File: config.mk
export PLATFORM = sky130hd
export DESIGN_NAME = a2d_rr_intf
export DESIGN_NICKNAME = d
export VERILOG_FILES = /design/src/rtl/a2d_rr_intf.sv
export SDC_FILE = /design/constraint.sdc
export NUM_CORES = 1
export LEC_CHECK = 0
export BUFFER_PORTS_ARGS = -buffer_cell sky130_fd_sc_hd__buf_2
export CORE_MARGIN = 2
export CORE_UTILIZATION = 25
export DETAILED_ROUTE_END_ITERATION = 8
export SYNTH_ARGS = -nofsm -noshare
export SYNTH_HDL_FRONTEND = slang
export SYNTH_SLANG_ARGS = --single-unit
export TNS_END_PERCENT = 20
File: constraint.sdc
create_clock -name clk -period 4 [get_ports clk]
set_input_delay 0.8 -clock clk [delete_from_list [all_inputs] [get_ports clk]]
set_output_delay 0.8 -clock clk [all_outputs]
set_load 0.005 [all_outputs]
File: src/rtl/a2d_rr_intf.sv
// a2d_rr_intf: ADC128S SPI master servicing channels 0,4,5 in round-robin order; optional macro A2D_AVG_EN averages each new result with the old one.
// Latency: nxt (sampled in IDLE) to cnv_cmplt is 1046 clk: two 521-clk SPI frames, a 2-clk SS_n gap and one DONE clk.
// Backpressure: nxt is honoured only in IDLE; requests arriving while busy are dropped, not queued.
module a2d_rr_intf (
    input  logic        clk,
    input  logic        rst_n,
    input  logic        nxt,
    input  logic        MISO,
    output logic        SS_n,
    output logic        SCLK,
    output logic        MOSI,
    output logic [11:0] lft_ld,
    output logic [11:0] rght_ld,
    output logic [11:0] batt,
    output logic        cnv_cmplt
);
    typedef enum logic [2:0] {IDLE, CMD, GAP, READ, DONE} state_t;

    state_t      state, state_nxt;
    logic [4:0]  sclk_div;
    logic [4:0]  smpl_cnt;
    logic [15:0] tx_shft;
    logic [11:0] rx_shft;
    logic        gap_cnt;
    logic [1:0]  ch_ptr;
    logic [2:0]  ch;
    logic [15:0] cmd;
    logic        smpl;
    logic        shft;
    logic        txn_end;
    logic        ld_txn;
    logic        wr_res;
    logic [11:0] new_val;

    always_comb begin
        case (ch_ptr)
            2'd1:    ch = 3'd4;
            2'd2:    ch = 3'd5;
            default: ch = 3'd0;
        endcase
    end

    assign cmd  = {2'b00, ch, 11'h000};
    assign SCLK = sclk_div[4];
    assign MOSI = tx_shft[15];

    assign smpl    = !SS_n && (sclk_div == 5'b01111);
    assign txn_end = !SS_n && (sclk_div == 5'b11111) && (smpl_cnt == 5'd16);
    // The first SCLK fall only opens the frame, so bit 15 is still on MOSI at the first rise.
    assign shft    = !SS_n && (sclk_div == 5'b11111) &&
                     (smpl_cnt != 5'd0) && (smpl_cnt != 5'd16);

    always_ff @(posedge clk or negedge rst_n) begin
        if (!rst_n) begin
            state <= IDLE;
        end else begin
            state <= state_nxt;
        end
    end

    always_comb begin
        state_nxt = state;
        ld_txn    = 1'b0;
        wr_res    = 1'b0;
        case (state)
            IDLE: begin
                if (nxt) begin
                    ld_txn    = 1'b1;
                    state_nxt = CMD;
                end
            end
            CMD: begin
                if (txn_end) state_nxt = GAP;
            end
            GAP: begin
                if (gap_cnt) begin
                    ld_txn    = 1'b1;
                    state_nxt = READ;
                end
            end
            READ: begin
                if (txn_end) state_nxt = DONE;
            end
            DONE: begin
                wr_res    = 1'b1;
                state_nxt = IDLE;
            end
            default: state_nxt = IDLE;
        endcase
    end

    // SPI datapath; the divider holds at 31 after the last rise so SCLK idles high.
    always_ff @(posedge clk or negedge rst_n) begin
        if (!rst_n) begin
            SS_n     <= 1'b1;
            sclk_div <= 5'b10111;
            smpl_cnt <= 5'd0;
            tx_shft  <= 16'h0000;
            rx_shft  <= 12'h000;
            gap_cnt  <= 1'b0;
        end else begin
            gap_cnt <= (state == GAP);
            if (ld_txn) begin
                SS_n     <= 1'b0;
                sclk_div <= 5'b10111;
                smpl_cnt <= 5'd0;
                tx_shft  <= cmd;
            end else begin
                if (txn_end) begin
                    SS_n <= 1'b1;
                end else if (!SS_n) begin
                    sclk_div <= sclk_div + 5'd1;
                end
                if (smpl) smpl_cnt <= smpl_cnt + 5'd1;
                if (shft) tx_shft <= {tx_shft[14:0], 1'b0};
            end
            if (smpl) rx_shft <= {rx_shft[10:0], MISO};
        end
    end

`ifdef A2D_AVG_EN
    logic [11:0] old_val;
    logic [12:0] sum;

    always_comb begin
        case (ch_ptr)
            2'd1:    old_val = rght_ld;
            2'd2:    old_val = batt;
            default: old_val = lft_ld;
        endcase
    end

    assign sum     = {1'b0, old_val} + {1'b0, rx_shft};
    assign new_val = 12'(sum >> 1);
`else
    assign new_val = rx_shft;
`endif

    always_ff @(posedge clk or negedge rst_n) begin
        if (!rst_n) begin
            lft_ld    <= 12'h000;
            rght_ld   <= 12'h000;
            batt      <= 12'h000;
            cnv_cmplt <= 1'b0;
            ch_ptr    <= 2'd0;
        end else begin
            cnv_cmplt <= wr_res;
            if (wr_res) begin
                case (ch_ptr)
                    2'd0:    lft_ld  <= new_val;
                    2'd1:    rght_ld <= new_val;
                    2'd2:    batt    <= new_val;
                    default: ;
                endcase
                ch_ptr <= (ch_ptr >= 2'd2) ? 2'd0 : ch_ptr + 2'd1;
            end
        end
    end

endmodule

Word-level counts from Yosys, hierarchy flattened
Index checks and enable logic that the tools add are counted.
{"block": "classes", "addsub": 3, "reduce_logical": 17, "eq_ne": 16, "order_cmp": 1, "muxes": 20}
{"op": "$mux 16", "count": 2}
{"op": "$mux 5", "count": 5}
{"op": "$mux 3", "count": 4}
{"op": "$pmux 3 s4", "count": 1}
{"op": "$add 5x1->5 const B", "count": 2}
{"op": "$eq 5x5->1 const B", "count": 2}
{"op": "$ne 2x2->1 const B", "count": 4}
{"op": "$reduce_and 2->1", "count": 4}
{"op": "$eq 3x2->1 const B", "count": 2}
{"op": "$pmux 3 s2", "count": 1}
{"op": "$reduce_bool 2->1", "count": 3}
{"op": "$eq 5x4->1 const B", "count": 1}
{"op": "$logic_and 1x1->1", "count": 5}
{"op": "$mux 1", "count": 5}
{"op": "$ne 5x5->1 const B", "count": 1}
{"op": "$reduce_bool 5->1", "count": 1}
{"op": "$ne 2x1->1 const B", "count": 2}
{"op": "$reduce_and 4->1", "count": 1}
{"op": "$eq 3x1->1 const B", "count": 1}
{"op": "$eq 3x3->1 const B", "count": 1}
{"op": "$logic_not 3->1", "count": 1}
{"op": "$add 2x1->2 const B", "count": 1}
{"op": "$eq 2x1->1 const B", "count": 1}
{"op": "$eq 2x2->1 const B", "count": 1}
{"op": "other kinds (5)", "count": 5}
{"block": "totals", "output_inout_bits": 40, "word_cells": 69, "regBits": 82, "in_bits": 4}

Logic depth before layout (Yosys ltp)
Gate-level depths: netlist of run 1.
{"block": "depth", "depth_word": 6, "ltp_mapped": 8, "mapped_depth_nobuf": 6}

Worst setup path after synthesis of run 1
OpenSTA, ideal clock, no wires.
{"block": "synth_timing", "path_kind": "register -> register", "start": "register sclk_div[0]", "end": "register rx_shft[0] (netlist: new_val[0])", "t_required_ns": 3.875, "path_slack_ns": 2.017, "setup_time_ns": 0.125, "synth_period_minus_slack_ns": 1.983, "n_path_buf": 2, "path_stages_with_launch": 8, "t_arrival_ns": 1.858, "path_cell_list": "dfstp_2 -> ha_1 -> and3_1 -> ha_1 -> nor2b_1 -> clkbuf_1 -> buf_4 -> mux2_2"}
{"block": "synth_via", "elab_chain_len": 2}
{"element": "start, declared", "line": "20", "source": "logic [4:0] sclk_div;"}
{"element": "start signal, assigned", "line": "112", "source": "sclk_div <= sclk_div + 5'd1;"}
{"element": "$eq 5x4->1", "line": "47", "source": "assign smpl = !SS_n && (sclk_div == 5'b01111);"}
{"element": "$logic_and 1x1->1", "line": "47"}
{"element": "end signal, assigned", "line": "117", "source": "if (smpl) rx_shft <= {rx_shft[10:0], MISO};"}
{"element": "end, declared", "line": "23", "source": "logic [11:0] rx_shft;"}
No other way between the ends.
A chain may end at the register's enable or synchronous reset.

Worst setup path in the final report of run 1
{"block": "layout_timing", "start": "register sclk_div[1]", "end": "register state[1]"}
{"block": "layout_via", "elab_chain_len": 5, "word_cells_on_any_way": 6, "cone_classes": "eq/ne: 3; reduce/logical: 3"}
{"element": "$eq 5x5->1 (*)", "line": "48", "source": "assign txn_end = !SS_n && (sclk_div == 5'b11111) && (smpl_cnt == 5'd16);"}
{"element": "$logic_and 1x1->1 (*) (2 in a row)", "line": "48"}
{"element": "$ne 2x2->1 (no line)"}
{"element": "$reduce_and 4->1 (no line) (*)"}
{"element": "end signal, assigned", "line": "57", "source": "state <= state_nxt;"}
{"element": "end, declared", "line": "19", "source": "state_t state, state_nxt;"}
Mark *: on every way between the ends. The rest lies on a longest branch, timed or not.

==> metrics.txt, run 1 <==
Synth Instances=between 200 and 250; Num CTS Buffers=9; Post-Synthesis Net Count=235; clock transition at the registers of the reported paths=around 0.060 ns; All-Layer GR Usage=9.743%; Synth top cells by count=66 x dfrtp_1, 30 x mux2_2, 19 x mux2_4; first-pass GRT wire length=between 10 and 15 mm; setup bufs post-CTS=0; core area=12,110 um2; Power Dens Cells=approximately 540 nW/um2; Post-synth top flop=dfrtp_1; CP startpoint kind=flop; number of remaining DRC errors=0; reg2reg setup slack=1.99 ns; max_cap viols=0; Avg Inst Size Synth=approximately 14 um2; Max Clock Skew=~0.0083 ns; Final Cycle Share=around half; crit path time final=2.006 ns; Clock Latency Late Sink=between 0.3 and 0.4 ns; VDD IR-drop max=approximately 0.19 mV; Worst R2R Path Depth=6; IO Pins=44; CTS H-tree lvls=3; fin nets=between 200 and 300; Critical Path AT=roughly 2.2 ns; Synth async-reset ratio=between 90% and 100%; vias per inst=4.320; Bufs on Longest Clock Path=2; Clk pwr share=between 30% and 40%; post-route insts no fill=444; Max Clock Freq=0.4986 GHz; num rows=40; synthesized area=3139 um2; synth top area cells=dfrtp_1 53%, mux2_2 11%, mux2_4 9.1%; post-synthesis sequential area ratio=56.80%; post-CTS resize count=0; Gate power share=14.7%; CP Max Fanout=6; Post-DRT Antenna Nets=0; area taken by flip-flops and latches=approximately 1800 um2; routability cong.=0.7714; worst slew pin tran=a little over 0.8 ns; number of antenna diodes=0; CTS tree=yes; Placed Cells=approximately 430; HPWL Detailed=4.352 mm; Max-slew headroom=between 40% and 50%; Hold Buf Count CTS=0; synthesized flop and latch total=between 70 and 80; setup_tns=0 ns; Sink Count=between 70 and 80; switching power=approximately 0.57 mW; sw frac=around 28%; IO Port Bufs=43; multi-input logic area=~1300 um2; drt wl/cell=roughly 14 um; Routed WL=6.314 mm; cell taking the most area after synthesis=dfrtp_1; Initial Utilization=25.92%; count of pins over their slew limit=0; DR iter-0 viols=99; number of synthesized flops with an enable pin=0; status=completed; top-count cell post-synth=dfrtp_1; RSZ-0062 raised after global routing=false; CP required=4.21 ns; leak pwr=approximately 1.9 nW; largest net degree at the start of global routing=43; nature of the critical path endpoint=flop; Min-Delay Path Class=input pin to asynchronous set/reset pin; Fin. Hold Viols=0; Final Power=between 2 and 2.5 mW; die height=116.1 um; share of cells above drive strength 1=between 40 and 50%; Internal Power=1.492 mW; DRT Pass-1 Iters=4; die area=around 13,000 um2; Chip Width=116.1 um; root buffer selected by CTS=clkbuf_16; GR Overflow Total=0; Reg power frac=between 40% and 50%; FILL cells=1,249; # setup viols final=0; critical path class=flop to flop; vias in the first global route=about 1,900; Yosys top cell area share=between 50 and 60%; synth unique cells=between 40 and 50; synth warn=0; vias=1,918; Layout area overhead=21.52%; initial antenna violation count=0
[path summary, 6_finish.rpt]
path,to,from
max reg2reg,state[1]$_DFFE_PN0P_,sclk_div[1]$_DFFE_PN1P_
min,rght_ld[6]$_DFFE_PN0P_,rst_n
max,state[1]$_DFFE_PN0P_,sclk_div[1]$_DFFE_PN1P_
min reg2reg,lft_ld[3]$_DFFE_PN0P_,lft_ld[3]$_DFFE_PN0P_
max in group asynchronous,sclk_div[0]$_DFFE_PN1P_,rst_n
min in group clk,lft_ld[3]$_DFFE_PN0P_,lft_ld[3]$_DFFE_PN0P_
[metal layers]
layer  GRT usage [%]  wire length (um)  part of all wire [%]  vias to the layer above
met5               0                 0                     0                        -
met4           4.286                74                   1.2                        0
met3           2.354               266                   4.2                        8
met2           14.46              2882                    46                       34
met1           13.53              3091                    49                      979
li1                -                 -                     -                      897
[flip-flops by register name, indices dropped and copies added, names as in the netlist]
signal     flops
batt          12
cnv_cmplt      1
ch_ptr         2
smpl_cnt       5
gap_cnt        1
rght_ld       12
sclk_div       5
SS_n           1
state          3
new_val       12
lft_ld        12
tx_shft        5
[worst max-delay path: stages (launching register included)]
cell and delay [ns]:
dfstp_2 0.55, ha_1 0.17, and3_1 0.20, ha_1 0.28, nor2b_1 0.34, nand4_1 0.19, mux2i_1 0.16
[placed cells by master (no fill, tap or decap), types with 6 or more instances in the layout]
| cell | n |
|---|---|
| clkbuf_16 | 9 |
| dfrtp_1 | 66 |
| mux2_4 | 19 |
| ha_1 | 9 |
| nor2_1 | 9 |
| mux2i_1 | 6 |
| inv_1 | 7 |
| o21ai_0 | 12 |
| mux2_2 | 30 |
| a21oi_1 | 7 |
| buf_2 | 43 |
[per-stage QoR]
stage | area [um2] | utilization (%) | setup slack (ns) | hold WS [ns]
finish | 3815 | 31.50 | 1.994 | 0.4993
global route | 3815 | 31.50 | 1.888 | 0.5159
CTS | 3815 | 31.50 | 1.997 | 0.5035
detailed placement | 3508 | 28.97 | 1.995 | 0.4902
global placement | 3508 | 28.97 | 2.064 | 0.4848
floorplan | 3139 | - | 2.017 | 0.5004
[power by group through the flow]
stage / combinational [mW] / clock, mW / sequential, mW
2_1_floorplan: 0.233 / 0 / 0.919
3_3_place_gp: 0.291 / 0 / 0.957
3_5_place_dp: 0.311 / 0 / 0.961
4_1_cts: 0.311 / 0.822 / 0.950
5_1_grt: 0.354 / 0.850 / 0.968
6_report: 0.303 / 0.804 / 0.953
[kinds of logic after synthesis]
family | after synthesis | share of synthesized area, %
mux | 55 | 21.76
flops | 71 | 56.80
fa+ha+maj | 9 | 3.587
xor+xnor | 2 | 0.5581
buf+inv | 14 | 3.109
simple gates | 41 | 8.290
compound gates | 30 | 5.899
[cell type report]
type                            instances  share of cell area, %
Inverter                                7                 0.6888
Sequential cell                        71                  46.74
Clock buffer                           10                  6.264
Timing Repair Buffer                   45                  6.035
Tap cell                              168                  5.510
Multi-Input combinational cell        137                  32.99
Clock inverter                          6                  1.771
Note: power is estimated with default switching activity, not from simulation.
==> inputs of run 2 (changes only) <==
==> constraint.sdc (replaced) <==
create_clock -name clk -period 1.77 [get_ports clk]
set_input_delay 0.354 -clock clk [delete_from_list [all_inputs] [get_ports clk]]
set_output_delay 0.354 -clock clk [all_outputs]
set_load 0.005 [all_outputs]
==> run 2 against run 1 <==
  * The flow now finishes with violations (negative setup slack)
  * Register-to-register slack worse by 2.0 ns
  * Core utilization increased by 1.8 points
  * Non-clock buffer count is 11 higher
  * Critical endpoint is now new_val[0]$_DFFE_PN0P_
  * Critical path type unchanged
  * Largest power group unchanged
==> metrics.txt, run 2 (synthesized netlist as in run 1, its figures left out) <==
max_cap viols=0 (unchanged); number of antenna diodes=0 (unchanged); critical path class=flop to flop (unchanged); die height=116.1 um (unchanged); All-Layer GR Usage=9.935% (was 9.743%); nature of the critical path endpoint=flop (unchanged); Sink Count=71 (unchanged); status=complete, but fails checks (was completed); HPWL Detailed=4.172 mm (was 4.352 mm); Hold Buf Count CTS=0 (unchanged); worst slew pin tran=0.4619 ns (was 0.8226 ns); IO Pins=44 (unchanged); Initial Utilization=25.92% (unchanged); VDD IR-drop max=0.4766 mV (was 0.1919 mV); Num CTS Buffers=9 (unchanged); fin nets=295 (was 284); Final Instance Area=4036 um2 (was 3815 um2); Placed Cells=436 (was 428); setup_tns=-0.3611 ns (was 0 ns); FILL cells=1,211 (was 1,249); Placed Area=3669 um2 (was 3508 um2); Power Dens Cells=1194 nW/um2 (was 539.9 nW/um2); reg2reg setup slack=-0.05 ns (was 1.99 ns); Min-Delay Path Class=input pin to asynchronous set/reset pin (unchanged); Layout area overhead=28.58% (was 21.52%); Max-slew headroom=69.09% (was 44.96%); clock transition at the registers of the reported paths=0.06 ns (about the same); num rows=40 (unchanged); Gate power share=17.9% (was 14.7%); share of cells above drive strength 1=48.43% (was 44.57%); Critical Path AT=2.03 ns (was 2.21 ns); CTS tree=yes (unchanged); root buffer selected by CTS=clkbuf_16 (unchanged); crit path time final=1.819 ns (was 2.006 ns); count of pins over their slew limit=0 (unchanged); IO Port Bufs=43 (unchanged); Max Clock Skew=0.009870 ns (was 0.008267 ns); Post-DRT Antenna Nets=0 (unchanged); post-route insts no fill=455 (was 444); die area=13,470 um2 (unchanged); Routed WL=6.265 mm (was 6.314 mm); CP required=1.98 ns (was 4.21 ns); most common cell after layout, fill and taps aside=dfrtp_1 (unchanged); Chip Width=116.1 um (unchanged); CP startpoint kind=flop (unchanged); vias per inst=4.220 (was 4.320); slack of the critical path=-0.04923 ns (was 1.994 ns); switching power=1.356 mW (was 0.5680 mW); CP Max Fanout=7 (was 6); reg2reg start=sclk_div[0]$_DFFE_PN1P_ (was sclk_div[1]$_DFFE_PN1P_); leak pwr=1.943 nW (was 1.855 nW); commonest non-fill, non-tap cells in the layout=66 x dfrtp_1, 43 x buf_2, 31 x mux2_4 (was 66 x dfrtp_1, 43 x buf_2, 30 x mux2_2); DRT Pass-1 Iters=5 (was 4); Bufs on Longest Clock Path=2 (unchanged); DR iter-0 viols=125 (was 99); RSZ-0062 raised after global routing=true (was false); largest net degree at the start of global routing=72 (was 43); Final Power=4.819 mW (was 2.060 mW); Worst R2R Path Depth=6 (unchanged); drt wl/cell=13.77 um (was 14.22 um); Clock Latency Late Sink=0.33 ns (about the same); Reg power frac=45.0% (was 46.3%); GR Overflow Total=0 (unchanged); number of remaining DRC errors=0 (unchanged); Clk pwr share=37.1% (was 39.0%); vias in the first global route=1,988 (was 1,941); vias=1,920 (was 1,918); Internal Power=3.463 mW (was 1.492 mW); R2R Path End=new_val[0]$_DFFE_PN0P_ (was state[1]$_DFFE_PN0P_); failing checks=negative setup slack; core area=12,110 um2 (unchanged); initial antenna violation count=0 (unchanged); Final Cycle Share=102.8% (was 50.14%); Fin. Hold Viols=0 (unchanged); CTS H-tree lvls=3 (unchanged); Max Clock Freq=0.5497 GHz (was 0.4986 GHz); Fin Hold WS=0.04053 ns (was 0.4993 ns); routability cong.=0.7556 (was 0.7714); sw frac=28.14% (was 27.58%); first-pass GRT wire length=10.22 mm (was 10.14 mm); # setup viols final=13 (was 0)
[run 2: cell type report]
cell class	count	area (um2)	share of cell area, %
repair buffers	56	367.9	9.113
inverters	7	26.28	0.6510
clock buffers	9	225.2	5.580
flip-flops and latches	71	1783	44.17
clock inverters	7	73.82	1.829
multi-input cells	137	1350	33.45
well taps	168	210.2	5.208
[run 2: how the worst max path moves through the flow]
stage,startpoint,endpoint
CTS,sclk_div[0]$_DFFE_PN1P_,new_val[2]$_DFFE_PN0P_
global route,sclk_div[1]$_DFFE_PN1P_,new_val[0]$_DFFE_PN0P_
detailed placement,sclk_div[1]$_DFFE_PN1P_,new_val[1]$_DFFE_PN0P_
finish,sclk_div[0]$_DFFE_PN1P_,new_val[0]$_DFFE_PN0P_
global placement,sclk_div[1]$_DFFE_PN1P_,new_val[2]$_DFFE_PN0P_
floorplan,sclk_div[1]$_DFFE_PN1P_,new_val[0]$_DFFE_PN0P_
[run 2: power groups by stage]
stage	Sequential (mW)	Clock [mW]	Combinational, mW
4_1_cts	2.17	1.84	0.851
2_1_floorplan	2.09	0	0.566
5_1_grt	2.21	1.91	0.967
6_report	2.17	1.79	0.861
3_5_place_dp	2.18	0	0.794
3_3_place_gp	2.17	0	0.757
[run 2: worst max-delay path, stage by stage, from the launching register on]
cell,delay (ns)
dfstp_2,0.56
ha_4,0.13
and3_4,0.19
ha_4,0.13
nor2b_4,0.21
clkbuf_16,0.19
mux2_4,0.29
[run 2: metrics by stage]
stage | util, % | worst slack [ns]
3_3_place_gp | 30.29 | -0.01486
4_1_cts | 33.21 | -0.06731
2_1_floorplan | - | -0.03769
6_report | 33.33 | -0.04923
3_5_place_dp | 30.29 | -0.06164
5_1_grt | 33.33 | -0.09088
[run 2: per-layer routing]
metal / share of wire [%] / GRT usage [%]
met1: 46 / 12.45
met2: 49 / 16.22
met3: 4.3 / 2.772
met4: 1.4 / 4.048
met5: 0 / 0
[run 2: repair_timing]
| action | in CTS | in global routing |
|---|---|---|
| setup endpoints to repair | 12 | 24 |
| buffers inserted | 1 | 1 |
| pin swaps | 2 | 2 |
| resized for setup | 6 | 4 |
| cloned | 1 | 0 |
==> inputs of run 3 (changes only) <==
--- a/config.mk
+++ b/config.mk
@@ -5,7 +5,7 @@
 export SDC_FILE = /design/constraint.sdc
 export NUM_CORES = 1
 export LEC_CHECK = 0
-export BUFFER_PORTS_ARGS = -buffer_cell sky130_fd_sc_hd__buf_2
+export BUFFER_PORTS_ARGS = -buffer_cell sky130_fd_sc_hd__buf_4
 export CORE_MARGIN = 2
 export CORE_UTILIZATION = 25
 export DETAILED_ROUTE_END_ITERATION = 8
==> constraint.sdc (replaced) <==
create_clock -name clk -period 1.5 [get_ports clk]
set_input_delay 0.3 -clock clk [delete_from_list [all_inputs] [get_ports clk]]
set_output_delay 0.3 -clock clk [all_outputs]
set_load 0.005 [all_outputs]
==> run 3 against run 2 <==
  * The flow still finishes with violations (negative setup slack)
  * Flip-flop and latch count unchanged
  * Critical path depth unchanged
  * Final cell count up 3.1%
  * Via count up 2.2%
  * Clock power up 21%
  * Global-route usage up 0.28 points
  * Count of clock-buffer cells in the layout up 1
  * Final area up 6.9%
  * First-iteration DRC count down 24%
  * Critical endpoint is now new_val[11]$_DFFE_PN0P_
  * Core utilization up 2.3 points
  * Register-to-register slack worse by 0.23 ns
==> metrics.txt, run 3 (synthesized netlist as in run 1, its figures left out) <==
count of pins over their slew limit=0 (unchanged); crit path time final=1.781 ns (was 1.819 ns); Placed Area=3866 um2 (was 3669 um2); leak pwr=2.014 nW (was 1.943 nW); largest net degree at the start of global routing=33 (was 72); Gate power share=20.3% (was 17.9%); slack of the critical path=-0.2810 ns (was -0.04923 ns); Initial Utilization=25.92% (unchanged); VDD IR-drop max=0.6023 mV (was 0.4766 mV); multi-input logic area=1394 um2 (was 1350 um2); CTS H-tree lvls=3 (unchanged); reg2reg setup slack=-0.28 ns (was -0.05 ns); Max Clock Skew=0.005146 ns (was 0.009870 ns); critical path class=flop to flop (unchanged); IO Port Bufs=43 (unchanged); final core occ=35.62% (was 33.33%); GRT met2 Usage=16.18% (was 16.22%); hold depth=2; Worst R2R Path Depth=6 (unchanged); RSZ-0062 raised after global routing=true (unchanged); switching power=1.639 mW (was 1.356 mW); Routed WL=6.277 mm (was 6.265 mm); worst slew pin tran=0.3152 ns (was 0.4619 ns); failing checks=negative setup slack (unchanged); num rows=40 (unchanged); hold path startpoint=MISO; Min-Delay Path Class=input pin to flop (was input pin to asynchronous set/reset pin); status=complete, but fails checks (unchanged); Max Clock Freq=0.5615 GHz (was 0.5497 GHz); Reg power frac=43.2% (was 45.0%); area taken by flip-flops and latches=1787 um2 (was 1783 um2); share of cells above drive strength 1=53.49% (was 48.43%); Layout area overhead=37.43% (was 28.58%); vias in the first global route=2,039 (was 1,988); commonest non-fill, non-tap cells in the layout=66 x dfrtp_1, 63 x buf_4, 32 x mux2_4 (was 66 x dfrtp_1, 43 x buf_2, 31 x mux2_4); sw frac=27.68% (was 28.14%); IO Pins=44 (unchanged); R2R Path End=new_val[11]$_DFFE_PN0P_ (was new_val[0]$_DFFE_PN0P_); CTS tree=yes (unchanged); clock transition at the registers of the reported paths=0.06 ns (about the same); routability cong.=0.7475 (was 0.7556); post-route insts no fill=469 (was 455); fin nets=309 (was 295); GR Overflow Total=0 (unchanged); most common cell after layout, fill and taps aside=dfrtp_1 (unchanged); max_cap viols=0 (unchanged); All-Layer GR Usage=10.22% (was 9.935%); Placed Cells=448 (was 436); CP Max Fanout=7 (unchanged); Power Dens Cells=1372 nW/um2 (was 1194 nW/um2); FILL cells=1,199 (was 1,211); initial antenna violation count=0 (unchanged); Critical Path AT=2.00 ns (was 2.03 ns); Chip Width=116.1 um (unchanged); Final Cycle Share=118.7% (was 102.8%); number of antenna diodes=0 (unchanged); die area=13,470 um2 (unchanged); Max-slew headroom=78.84% (was 69.09%); Clock Latency Late Sink=0.33 ns (about the same); Final Instance Area=4314 um2 (was 4036 um2); root buffer selected by CTS=clkbuf_16 (unchanged); HPWL Detailed=4.335 mm (was 4.172 mm); Post-DRT Antenna Nets=0 (unchanged); DRT Pass-1 Iters=4 (was 5); busiest layer in global routing=met2 (unchanged); reg2reg start=sclk_div[1]$_DFFE_PN1P_ (was sclk_div[0]$_DFFE_PN1P_); core area=12,110 um2 (unchanged); WHS Endpoint=new_val[0]$_DFFE_PN0P_; DR iter-0 viols=95 (was 125); Internal Power=4.281 mW (was 3.463 mW); vias per inst=4.183 (was 4.220); Clk pwr share=36.6% (was 37.1%); vias=1,962 (was 1,920); met3 Track Usage GR=2.981% (was 2.772%); Fin. Hold Viols=0 (unchanged); CP required=1.72 ns (was 1.98 ns); Global Route met1 Usage=13.28% (was 12.45%); Placement Setup Slack=-0.3188 ns (was -0.06164 ns); Num CTS Buffers=9 (unchanged); Sink Count=71 (unchanged); nature of the critical path endpoint=flop (unchanged); # setup viols final=30 (was 13); Bufs on Longest Clock Path=2 (unchanged); drt wl/cell=13.38 um (was 13.77 um); CP startpoint kind=flop (unchanged); die height=116.1 um (unchanged); Final Power=5.920 mW (was 4.819 mW); number of remaining DRC errors=0 (unchanged); first-pass GRT wire length=10.63 mm (was 10.22 mm)
## run 3: changes by cell type in the layout (fill, tap and decap cells not counted), sizes merged
| cell | previous run | this run |
|---|---|---|
| buf | 55 | 68 |
| clkbuf | 10 | 11 |
| clkinv | 5 | 1 |
| clkinvlp | 1 | 2 |
| dlygate4sd3 | 0 | 1 |
| inv | 7 | 9 |
## run 3: critical path: stages (launching register included)
cell and delay (ns):
dfstp_2 0.56, ha_4 0.13, and3_4 0.18, ha_4 0.13, nor2b_4 0.20, clkbuf_16 0.18, mux2_4 0.29
## run 3: how the worst max path moves through the flow
stage / from / cells after the start / slack (ns) / endpoint
6_report: sclk_div[1]$_DFFE_PN1P_ / 6 / -0.28 / new_val[11]$_DFFE_PN0P_
2_1_floorplan: sclk_div[1]$_DFFE_PN1P_ / 7 / -0.31 / new_val[0]$_DFFE_PN0P_
4_1_cts: sclk_div[1]$_DFFE_PN1P_ / 6 / -0.32 / new_val[3]$_DFFE_PN0P_
3_5_place_dp: sclk_div[1]$_DFFE_PN1P_ / 6 / -0.32 / new_val[3]$_DFFE_PN0P_
5_1_grt: sclk_div[0]$_DFFE_PN1P_ / 6 / -0.34 / new_val[7]$_DFFE_PN0P_
3_3_place_gp: sclk_div[1]$_DFFE_PN1P_ / 6 / -0.28 / new_val[2]$_DFFE_PN0P_
## run 3: final cells by class
cell class | instances | area share (%)
Tap cell | 168 | 4.872
Clock buffer | 10 | 5.539
Multi-Input combinational cell | 137 | 32.31
Clock inverter | 6 | 1.566
Inverter | 7 | 0.6090
Sequential cell | 71 | 41.42
Timing Repair Buffer | 70 | 13.69
## run 3: power groups by stage
stage / Sequential [mW] / Clock [mW] / Combinational [mW]
final: 2.55 / 2.17 / 1.20
after global routing: 2.61 / 2.30 / 1.35
after CTS: 2.54 / 2.22 / 1.18
after detailed placement: 2.54 / 0 / 1.08
after global placement: 2.53 / 0 / 1.05
after floorplan: 2.47 / 0 / 0.668
## run 3: timing repair
action	CTS	global route
buffers inserted	2	1
gates resized for setup	19	8
hold endpoints to repair	16	0
hold buffers	1	0
setup endpoints to repair	39	65
cloned	1	0
pin swaps	12	2
## run 3: metal layers
metal,up-vias,part of all wire (%)
met3,10,5.1
met5,-,0
met4,0,1.5
met1,974,46
met2,45,47
li1,933,-
## run 3: per-stage QoR
| stage | hold slack, ns | TNS [ns] |
|---|---|---|
| floorplan | 0.004409 | -4.991 |
| global route | 0.2027 | -9.281 |
| finish | 0.2095 | -5.903 |
| global placement | 0.2141 | -6.111 |
| detailed placement | 0.2189 | -7.025 |
| CTS | 0.2006 | -6.623 |
